### config.mk
export PLATFORM = sky130hd
export DESIGN_NAME = microwave_timer
export DESIGN_NICKNAME = d
export VERILOG_FILES = /design/src/rtl/mw_pkg.sv /design/src/rtl/mmss_arith.sv /design/src/rtl/microwave_timer.sv
export SDC_FILE = /design/constraint.sdc
export NUM_CORES = 1
export LEC_CHECK = 0
export BUFFER_PORTS_ARGS = -buffer_cell sky130_fd_sc_hd__clkbuf_2
export CORE_MARGIN = 2
export CORE_UTILIZATION = 30
export CTS_CLUSTER_SIZE = 12
export DETAILED_ROUTE_END_ITERATION = 8
export PLACE_DENSITY = 0.54
export RECOVER_POWER = 25
export SETUP_SLACK_MARGIN = 0.1
export SLEW_MARGIN = 20
export SYNTH_ARGS = -nofsm -noshare
export SYNTH_HDL_FRONTEND = slang
export SYNTH_HIERARCHICAL = 1
export SYNTH_SLANG_ARGS = --single-unit
### constraint.sdc
create_clock -name clk -period 3.9 [get_ports clk]
set_clock_uncertainty 0.15 [all_clocks]
set_input_delay 0.78 -clock clk [delete_from_list [all_inputs] [get_ports clk]]
set_output_delay 0.78 -clock clk [all_outputs]
set_load 0.005 [all_outputs]
### src/rtl/mw_pkg.sv
// Shared definitions for the microwave cook timer: key codes, timer state
// encoding, the BCD mm:ss display record and a small BCD conversion helper.
package mw_pkg;

   localparam logic [3:0] KEY_START = 4'd10;
   localparam logic [3:0] KEY_CLEAR = 4'd11;
   localparam logic [3:0] KEY_ADD30 = 4'd12;

   typedef enum logic [1:0] {
      IDLE  = 2'd0,
      ENTRY = 2'd1,
      RUN   = 2'd2,
      DONE  = 2'd3
   } mw_timer_state_t;

   // Four BCD digits, most significant first: {m1, m0, s1, s0}.
   typedef struct packed {
      logic [3:0] m1;
      logic [3:0] m0;
      logic [3:0] s1;
      logic [3:0] s0;
   } mmss_t;

   // Two-digit BCD encoding of a value in 0..99.
   function automatic logic [7:0] to_bcd8(input int unsigned v);
      to_bcd8 = {4'(v / 10), 4'(v % 10)};
   endfunction

endpackage

### src/rtl/mmss_arith.sv
// Combinational BCD arithmetic on an mm:ss value: one-second decrement,
// clamp of the minutes field to MAX_MIN, zero detect and, when
// MW_TIMER_ADD30_EN is defined, the add-30-seconds rule with an overflow flag.
module mmss_arith
   import mw_pkg::*;
#(
   parameter int MAX_MIN = 99
) (
   input  mmss_t cur,
   output mmss_t dec,
   output logic  dec_zero,
   output mmss_t clamped,
   output logic  is_zero
`ifdef MW_TIMER_ADD30_EN
   ,
   output mmss_t add30,
   output logic  add_ovf
`endif
);

   localparam logic [6:0] MAX_MIN7    = 7'(MAX_MIN);
   localparam logic [7:0] MAX_MIN_BCD = to_bcd8(MAX_MIN);

   // Binary value of the minutes field, used for the MAX_MIN comparisons.
   logic [6:0] mm_val;
   assign mm_val = 7'(cur.m1) * 7'd10 + 7'(cur.m0);

   assign is_zero  = (cur == '0);
   assign dec_zero = (dec == '0);

   // Decrement by one second; seconds 60..99 count down as-is, no normalisation.
   always_comb begin
      // NOTE: every combinational output gets a default first so no path leaves it unassigned (no latch).
      dec = cur;
      if (cur.s1 != 4'd0 || cur.s0 != 4'd0) begin
         if (cur.s0 != 4'd0) begin
            dec.s0 = cur.s0 - 4'd1;
         end else begin
            dec.s0 = 4'd9;
            dec.s1 = cur.s1 - 4'd1;
         end
      end else begin
         dec.s1 = 4'd5;
         dec.s0 = 4'd9;
         if (cur.m0 != 4'd0) begin
            dec.m0 = cur.m0 - 4'd1;
         end else begin
            dec.m0 = 4'd9;
            dec.m1 = cur.m1 - 4'd1;
         end
      end
   end

   // Clamp minutes entered above MAX_MIN; seconds pass through.
   always_comb begin
      clamped = cur;
      if (mm_val > MAX_MIN7) begin
         {clamped.m1, clamped.m0} = MAX_MIN_BCD;
      end
   end

`ifdef MW_TIMER_ADD30_EN
   // Add 30 s; a minute carry at or beyond MAX_MIN flags overflow (key ignored).
   always_comb begin
      add30   = cur;
      add_ovf = 1'b0;
      if (cur.s1 < 4'd3) begin
         add30.s1 = cur.s1 + 4'd3;
      end else if (mm_val >= MAX_MIN7) begin
         add_ovf = 1'b1;
      end else begin
         add30.s1 = cur.s1 - 4'd3;
         if (cur.m0 == 4'd9) begin
            add30.m0 = 4'd0;
            add30.m1 = cur.m1 + 4'd1;
         end else begin
            add30.m0 = cur.m0 + 4'd1;
         end
      end
   end
`endif

endmodule

### src/rtl/microwave_timer.sv
// Keypad-driven microwave cook timer. Collects a BCD mm:ss cook time,
// pulses start to launch the oven, counts down on heated 1 Hz ticks and
// pulses finish at 00:00. Optional ADD30 key enabled by MW_TIMER_ADD30_EN.
module microwave_timer
   import mw_pkg::*;
#(
   parameter int MAX_MIN = 99
) (
   input  logic        clk,
   input  logic        nrst,
   input  logic        tick,
   input  logic        key_valid,
   input  logic [3:0]  key_code,
   input  logic        heat,
   input  logic        door,
   output logic        start,
   output logic        finish,
   output logic [15:0] disp,
   output logic        running,
   output logic        done
);

   mw_timer_state_t state, state_n;
   mmss_t           disp_q, disp_n;
   logic            start_n, finish_n;
   logic            door_q;

   mmss_t dec_v, clamp_v;
   logic  dec_zero, cur_zero;

   logic key_digit, key_start, key_clear;
   logic door_rise, tick_dec;

`ifdef MW_TIMER_ADD30_EN
   mmss_t add_v;
   logic  add_ovf;
   logic  key_add;
   assign key_add = key_valid && (key_code == KEY_ADD30);
`endif

   assign key_digit = key_valid && (key_code <= 4'd9);
   assign key_start = key_valid && (key_code == KEY_START);
   assign key_clear = key_valid && (key_code == KEY_CLEAR);
   assign door_rise = door && !door_q;
   assign tick_dec  = tick && heat;

   mmss_arith #(
      .MAX_MIN (MAX_MIN)
   ) u_arith (
      .cur      (disp_q),
      .dec      (dec_v),
      .dec_zero (dec_zero),
      .clamped  (clamp_v),
      .is_zero  (cur_zero)
`ifdef MW_TIMER_ADD30_EN
      ,
      .add30    (add_v),
      .add_ovf  (add_ovf)
`endif
   );

   // State, display and pulse registers; reset clears everything with no pulse.
   always_ff @(posedge clk or negedge nrst) begin
      if (!nrst) begin
         state  <= IDLE;
         disp_q <= '0;
         start  <= 1'b0;
         finish <= 1'b0;
         door_q <= 1'b0;
      end else begin
         // NOTE: sequential state uses non-blocking assignments so every register samples pre-edge values.
         state  <= state_n;
         disp_q <= disp_n;
         start  <= start_n;
         finish <= finish_n;
         door_q <= door;
      end
   end

   // Next-state logic: key handling, countdown and pulse requests.
   always_comb begin
      state_n  = state;
      disp_n   = disp_q;
      start_n  = 1'b0;
      finish_n = 1'b0;
      case (state)
         IDLE, DONE: begin
            if (key_digit) begin
               disp_n  = '0;
               disp_n.s0 = key_code;
               state_n = ENTRY;
`ifdef MW_TIMER_ADD30_EN
            end else if (key_add) begin
               // Quick start: 00:30 and launch straight away if the door is shut.
               disp_n = 16'h0030;
               if (!door) begin
                  start_n = 1'b1;
                  state_n = RUN;
               end else begin
                  state_n = ENTRY;
               end
`endif
            end else if (state == DONE && (key_clear || door_rise)) begin
               state_n = IDLE;
            end
         end

         ENTRY: begin
            if (key_digit) begin
               disp_n = {disp_q[11:0], key_code};
            end else if (key_clear) begin
               disp_n  = '0;
               state_n = IDLE;
`ifdef MW_TIMER_ADD30_EN
            end else if (key_add) begin
               if (!add_ovf) disp_n = add_v;
`endif
            end else if (key_start && !cur_zero && !door) begin
               disp_n  = clamp_v;
               start_n = 1'b1;
               state_n = RUN;
            end
         end

         RUN: begin
            // An accepted key takes priority; the coincident tick is dropped.
            if (key_clear && !door) begin
               disp_n   = '0;
               finish_n = 1'b1;
               state_n  = IDLE;
`ifdef MW_TIMER_ADD30_EN
            end else if (key_add && !add_ovf) begin
               // A tick that would have reached 00:00 is honoured so the add lands on 00:30.
               disp_n = (tick_dec && dec_zero) ? mmss_t'(16'h0030) : add_v;
`endif
            end else if (tick_dec) begin
               disp_n = dec_v;
               if (dec_zero) begin
                  finish_n = 1'b1;
                  state_n  = DONE;
               end
            end
         end

         default: begin
            state_n = IDLE;
         end
      endcase
   end

   // Outputs decoded directly from state and the display register.
   always_comb begin
      running = (state == RUN);
      done    = (state == DONE);
      disp    = disp_q;
   end

endmodule

# [Word-level counts from Yosys, hierarchy flattened]
# Index checks and enable logic that the tools add are counted.
[word_totals] regBits=21 latch_bits=0 mem_bits_rw=0 mem_bits_ro=0 in_bits=10 output_inout_bits=20 word_cells=85 memories=0
[op_classes] addsub=5 multipliers=1 n_div=0 magnitude_cmp=2 n_eq_ne=14 shifts=0 muxes=31 n_bitwise=0 n_reduce_logical=24
[ops] op="16-bit 2-to-1 mux" count=6
[ops] op="16-bit case mux with 3 select lines" count=1
[ops] op="16-bit zero test" count=2
[ops] op="8-bit 2-to-1 mux" count=3
[ops] op="2-bit 2-to-1 mux" count=8
[ops] op="4-bit 2-to-1 mux" count=4
[ops] op="4-bit by 1-bit subtractor with 4-bit output (second input constant)" count=4
[ops] op="4-bit nonzero test" count=3
[ops] op="1-bit logical AND" count=9
[ops] op="3-bit inequality test (second input constant)" count=3
[ops] op="4-bit == test (second input constant)" count=2
[ops] op="1-bit 2-to-1 mux" count=8
[ops] op="7-bit by 4-bit adder with 7-bit output" count=1
[ops] op="7-bit greater-than comparator (second input constant)" count=1
[ops] op="4-bit by 3-bit multiplier with 6-bit output (second input constant)" count=1
[ops] op="3-bit by 1-bit inequality test with 1-bit output (second input constant)" count=2
[ops] op="2-bit case mux with 3 select lines" count=1
[ops] op="5-bit AND reduction" count=1
[ops] op="2-bit == test (second input constant)" count=2
[ops] op="4-bit less-or-equal comparator (second input constant)" count=1
[ops] op="2-bit inequality test (second input constant)" count=2
[ops] op="4-bit by 3-bit inequality test with 1-bit output (second input constant)" count=1
[ops] op="4-bit inequality test (second input constant)" count=1
[ops] op="4-bit AND reduction" count=1
[ops] op="6 further kinds" count=9

# [Logic depth before layout (Yosys ltp)]
[logic_depth] word_depth=8 depth_mapped=11

# [Hierarchy]
# Netlist, hierarchy kept.
[modules_own_cells] module="microwave_timer" n_inst=1 cells_each=122 area_per_inst_um2=1192.4 seq_area_each_um2=525.5
[modules_own_cells] module="mmss_arith" n_inst=1 cells_each=113 area_per_inst_um2=825.8 seq_area_each_um2=0.0

# [Least setup slack after synthesis]
# Ideal clock, no wire load.
[synth_path] path_kind="reg2reg" start="register disp_q, in the netlist disp[15]" end="register disp_q, in the netlist disp[8]" setup_ns=0.132 arrival_time_ns=2.645 t_required_ns=3.618 setup_slack_ns=0.973 path_stages_with_launch=12 path_buffers=0 period_less_slack_ns=2.927 cell_sequence="dfrtp_1 > ha_1 > ha_1 > inv_1 > fa_1 > xor2_1 > o21ba_2 > o2111ai_1 > nand3_1 > or2_2 > a222oi_1 > o21ai_1"
[synth_between] elab_chain_len=6 elab_cells_between_ends=10
[synth_lines] element="start, declared" line="microwave_timer.sv:24" rtl="mmss_t disp_q, disp_n;"
[synth_lines] element="start signal, assigned" line="microwave_timer.sv:73" rtl="disp_q <= disp_n;"
[synth_lines] element="parallel branches: the longest is 5 deep, another holds 7-bit by 4-bit adder with 7-bit output"
[synth_lines] element="4-bit AND reduction (no line) (*)"
# Mark *: on every way between the ends.
# A chain may end at the register's enable or synchronous reset.

# [Worst setup path after layout]
[layout_path] start="register disp_q, in the netlist disp[15]" end="register disp_q, in the netlist disp[15]"
[layout_between] elab_chain_len=6 elab_cells_between_ends=16
[layout_lines] element="parallel branches: the longest is 6 deep, another holds 7-bit by 4-bit adder with 7-bit output"
# Parallel ways; which one is timed is not known. The select of a mux whose other input is x is not followed.

==> flow_summary.yaml <==
run_status:
  status: "finished clean"
layout:
  area_growth_pct: 11.0
  multiInputGateArea_mm2: 0.00133
  post-route-util_pct: 34.9
  final_cells: 335
  antenna_cells: 0
  nets: 283
  fillers: 662
  ff_latch_area_um2: 526
  drive_gt1_share_pct: 22.5
critical_path:
  critical_path.endpoint_type: "flip-flop"
  crit_slowest_cell: "dfrtp_1"
  worstSetupPathType: "flip-flop to flip-flop"
  rrSetupSlack_ns: 0.60
  r2r_start: "disp[15]$_DFFE_PN0P_"
  cp_cell_sequence: "ha_1, ha_1, inv_1, fa_1, xor2_1, o21ba_2, o2111ai_1, nand3_1, or2_2, a222oi_1, o21ai_1"
  startpoint_type: "flip-flop"
  worstPathArrival_ns: 3.30
  slowest_delay_ns: 0.51
  crit_start: "disp[15]$_DFFE_PN0P_"
  required_ns: 3.90
  r2r-end: "disp[15]$_DFFE_PN0P_"
  path_max_fanout: 8
  r2r_cells: 11
  path_common_cell: "ha_1"
routing:
  drc: 0
  wire_per_inst_um: 15.4
  wl_mm: 5.15
  via_per_inst: 5.42
  detail-route-antenna-nets: 0
  num_vias: 1815
  drtIter0Drc: 152
  firstDrtPassIters: 5
floorplanning:
  io_pins: 30
  start_util_pct: 31.4
  rows: 29
  die_h_um: 86.0
  die_area_mm2: 0.00740
  die_x_um: 86.0
  core_area_mm2: 0.00642
sta:
  slew_violations: 0
  finalSetupTns_ns: 0
  hold_viol: 0
  max_freq_mhz: 303
  rsz0062_at_grt: "no"
  worst-slew-pin-transition_ns: 1.29
  period_needed_ns: 3.30
  slew_headroom_pct: 14.2
  finalSetupViolCount: 0
  period_share_pct: 84.6
yosys:
  seq_area_frac_synth_pct: 26.0
  synth_ff_type: "dfrtp_1"
  synth_top_family_by_area: "simple AND/OR/NAND/NOR gates"
  synth_mux_area_share_pct: 2.67
  synthAdderAreaFrac_pct: 9.42
  async_flop_share_pct: 100
  yosysWarnings: 6
  synth_cells: 235
  ys_types: 60
  yosys.area_share.simple_pct: 27.1
  synth_xor_area_share_pct: 3.04
  ys_ff_latch: 21
  synth_area_mm2: 0.00202
  synth_compound_area_share_pct: 23.8
  synth_nets: 259
  synth-edff-count: 0
  syn_area_per_cell_um2: 8.59
cts:
  clk_pin_slew_ns: 0.09
  cts.path.max_buffers: 2
  cts-root-buf: "clkbuf_8"
  clkLatencyLatePin_ns: 0.27
  cts_hold_buf: 0
  htreeDepth: 1
  cts.repair.resized: 0
  cts_setup_buffers: 0
  cts.sinks: 21
  cts_tree: "yes"
  numCtsBuffers: 3
grt:
  grt_pass1_wl_mm: 8.80
  grt_max_degree: 33
  overflow: 0
  antenna_found_initial: 0
  grt_pass1_vias: 1720
  grt_use_total_pct: 14.6
placed_design:
  portBuffers: 29
  gp_congestion: 0.767
  dp.cells: 331
  dp_hpwl_mm: 3.67
power_and_ir_drop:
  ir_drop_mv: 0.359
  powerDensity_mw_per_mm2: 501
  total_power_w: 0.00112
  power.leakage_nw: 0.997
worst_hold_path:
  hold_start: "state[1]$_DFFE_PN0P_"
  holdPathStages: 1
  hp-class: "flip-flop to flip-flop"
  min_to: "state[1]$_DFFE_PN0P_"
flow_run:
  drv_cap: 0
## placed cells by master, fill, tap and decap left out, types with 7 or more instances in the layout
cell	count
o21ai_1	18
dfrtp_1	21
ha_1	12
nor2b_1	7
nor2_1	16
a222oi_1	12
inv_1	18
clkbuf_2	27
nand2_1	33
## worst max-delay path by stage
stage,to,slack [ns]
floorplan,disp[8]$_DFFE_PN0P_,0.97
global placement,state[1]$_DFFE_PN0P_,0.74
detailed placement,disp[15]$_DFFE_PN0P_,0.64
CTS,disp[15]$_DFFE_PN0P_,0.60
global route,disp[11]$_DFFE_PN0P_,0.36
finish,disp[15]$_DFFE_PN0P_,0.60
## through the flow
stage	hold WS (ns)	setup WS, ns	instance area, um2
floorplan	0.334	0.973	2020
finish	0.431	0.599	2240
detailed placement	0.409	0.643	2200
global route	0.475	0.362	2240
global placement	0.404	0.736	2200
CTS	0.360	0.604	2240
## metal layers
layer / global-route usage [%] / vias up / wire length [um] / part of all wire (%)
met5: 0 / - / 0 / 0
li1: - / 910 / - / -
met4: 3.46 / 0 / 24 / 0.47
met1: 22.4 / 860 / 2560 / 50
met3: 1.54 / 3 / 196 / 3.8
met2: 21.8 / 42 / 2370 / 46
## where the power goes
group / internal (W) / switching, W
Combinational: 0.000264 / 0.000370
Clock: 0.0000715 / 0.0000834
Sequential: 0.000252 / 0.0000821
## sequential cells by signal (all words and copies together) (netlist names)
register and flops:
state 2, start 1, disp 16, finish 1, door_q 1
## critical path, delay by kind of cell (launching register included)
family,cells,cell delay [ns]
buffers and inverters,1,0.05
AND/OR/NAND/NOR,2,0.65
adder cells (fa/ha/maj),3,0.83
AO/OA/AOI/OAI,4,0.74
flip-flops,1,0.51
XOR/XNOR,1,0.26
## cell families after synthesis
logic type	after synthesis
adder cells (fa/ha/maj)	14
XOR/XNOR	7
buffers and inverters	32
AND/OR/NAND/NOR	92
multiplexers	5
flip-flops	21
AO/OA/AOI/OAI	64
## Yosys cell counts, types with 2 or more instances
master / count / area [um2]
nand2_1: 33 / 124
nand2b_1: 2 / 12.5
nor2b_1: 7 / 43.8
o211ai_2: 2 / 25.0
o2111ai_1: 2 / 17.5
mux2_1: 2 / 22.5
nand3_1: 3 / 15.0
buf_2: 2 / 10.0
o21ai_0: 4 / 20.0
a31oi_1: 2 / 12.5
a222oi_1: 12 / 120
nor3_1: 4 / 20.0
mux2i_1: 2 / 20.0
or2_2: 3 / 18.8
fa_1: 2 / 40.0
a21oi_1: 4 / 20.0
buf_4: 8 / 60.1
nand4b_4: 2 / 47.6
a221oi_1: 4 / 35.0
clkbuf_1: 3 / 11.3
nor4_4: 2 / 42.5
o22ai_1: 4 / 25.0
inv_1: 18 / 67.6
nor2_1: 16 / 60.1
nor4_1: 2 / 12.5
xnor2_1: 3 / 26.3
o21ai_1: 18 / 90.1
xor2_1: 4 / 35.0
ha_1: 12 / 150
dfrtp_1: 21 / 526
o21a_1: 2 / 15.0
nor2_2: 2 / 12.5
## cell type report
class / count / area share (%)
clock inverters: 1 / 0.223
multi-input cells: 182 / 59.5
repair buffers: 33 / 7.71
inverters: 18 / 3.02
well taps: 77 / 4.30
flip-flops and latches: 21 / 23.5
clock buffers: 3 / 1.84
Note: power is estimated with default switching activity, not from simulation.
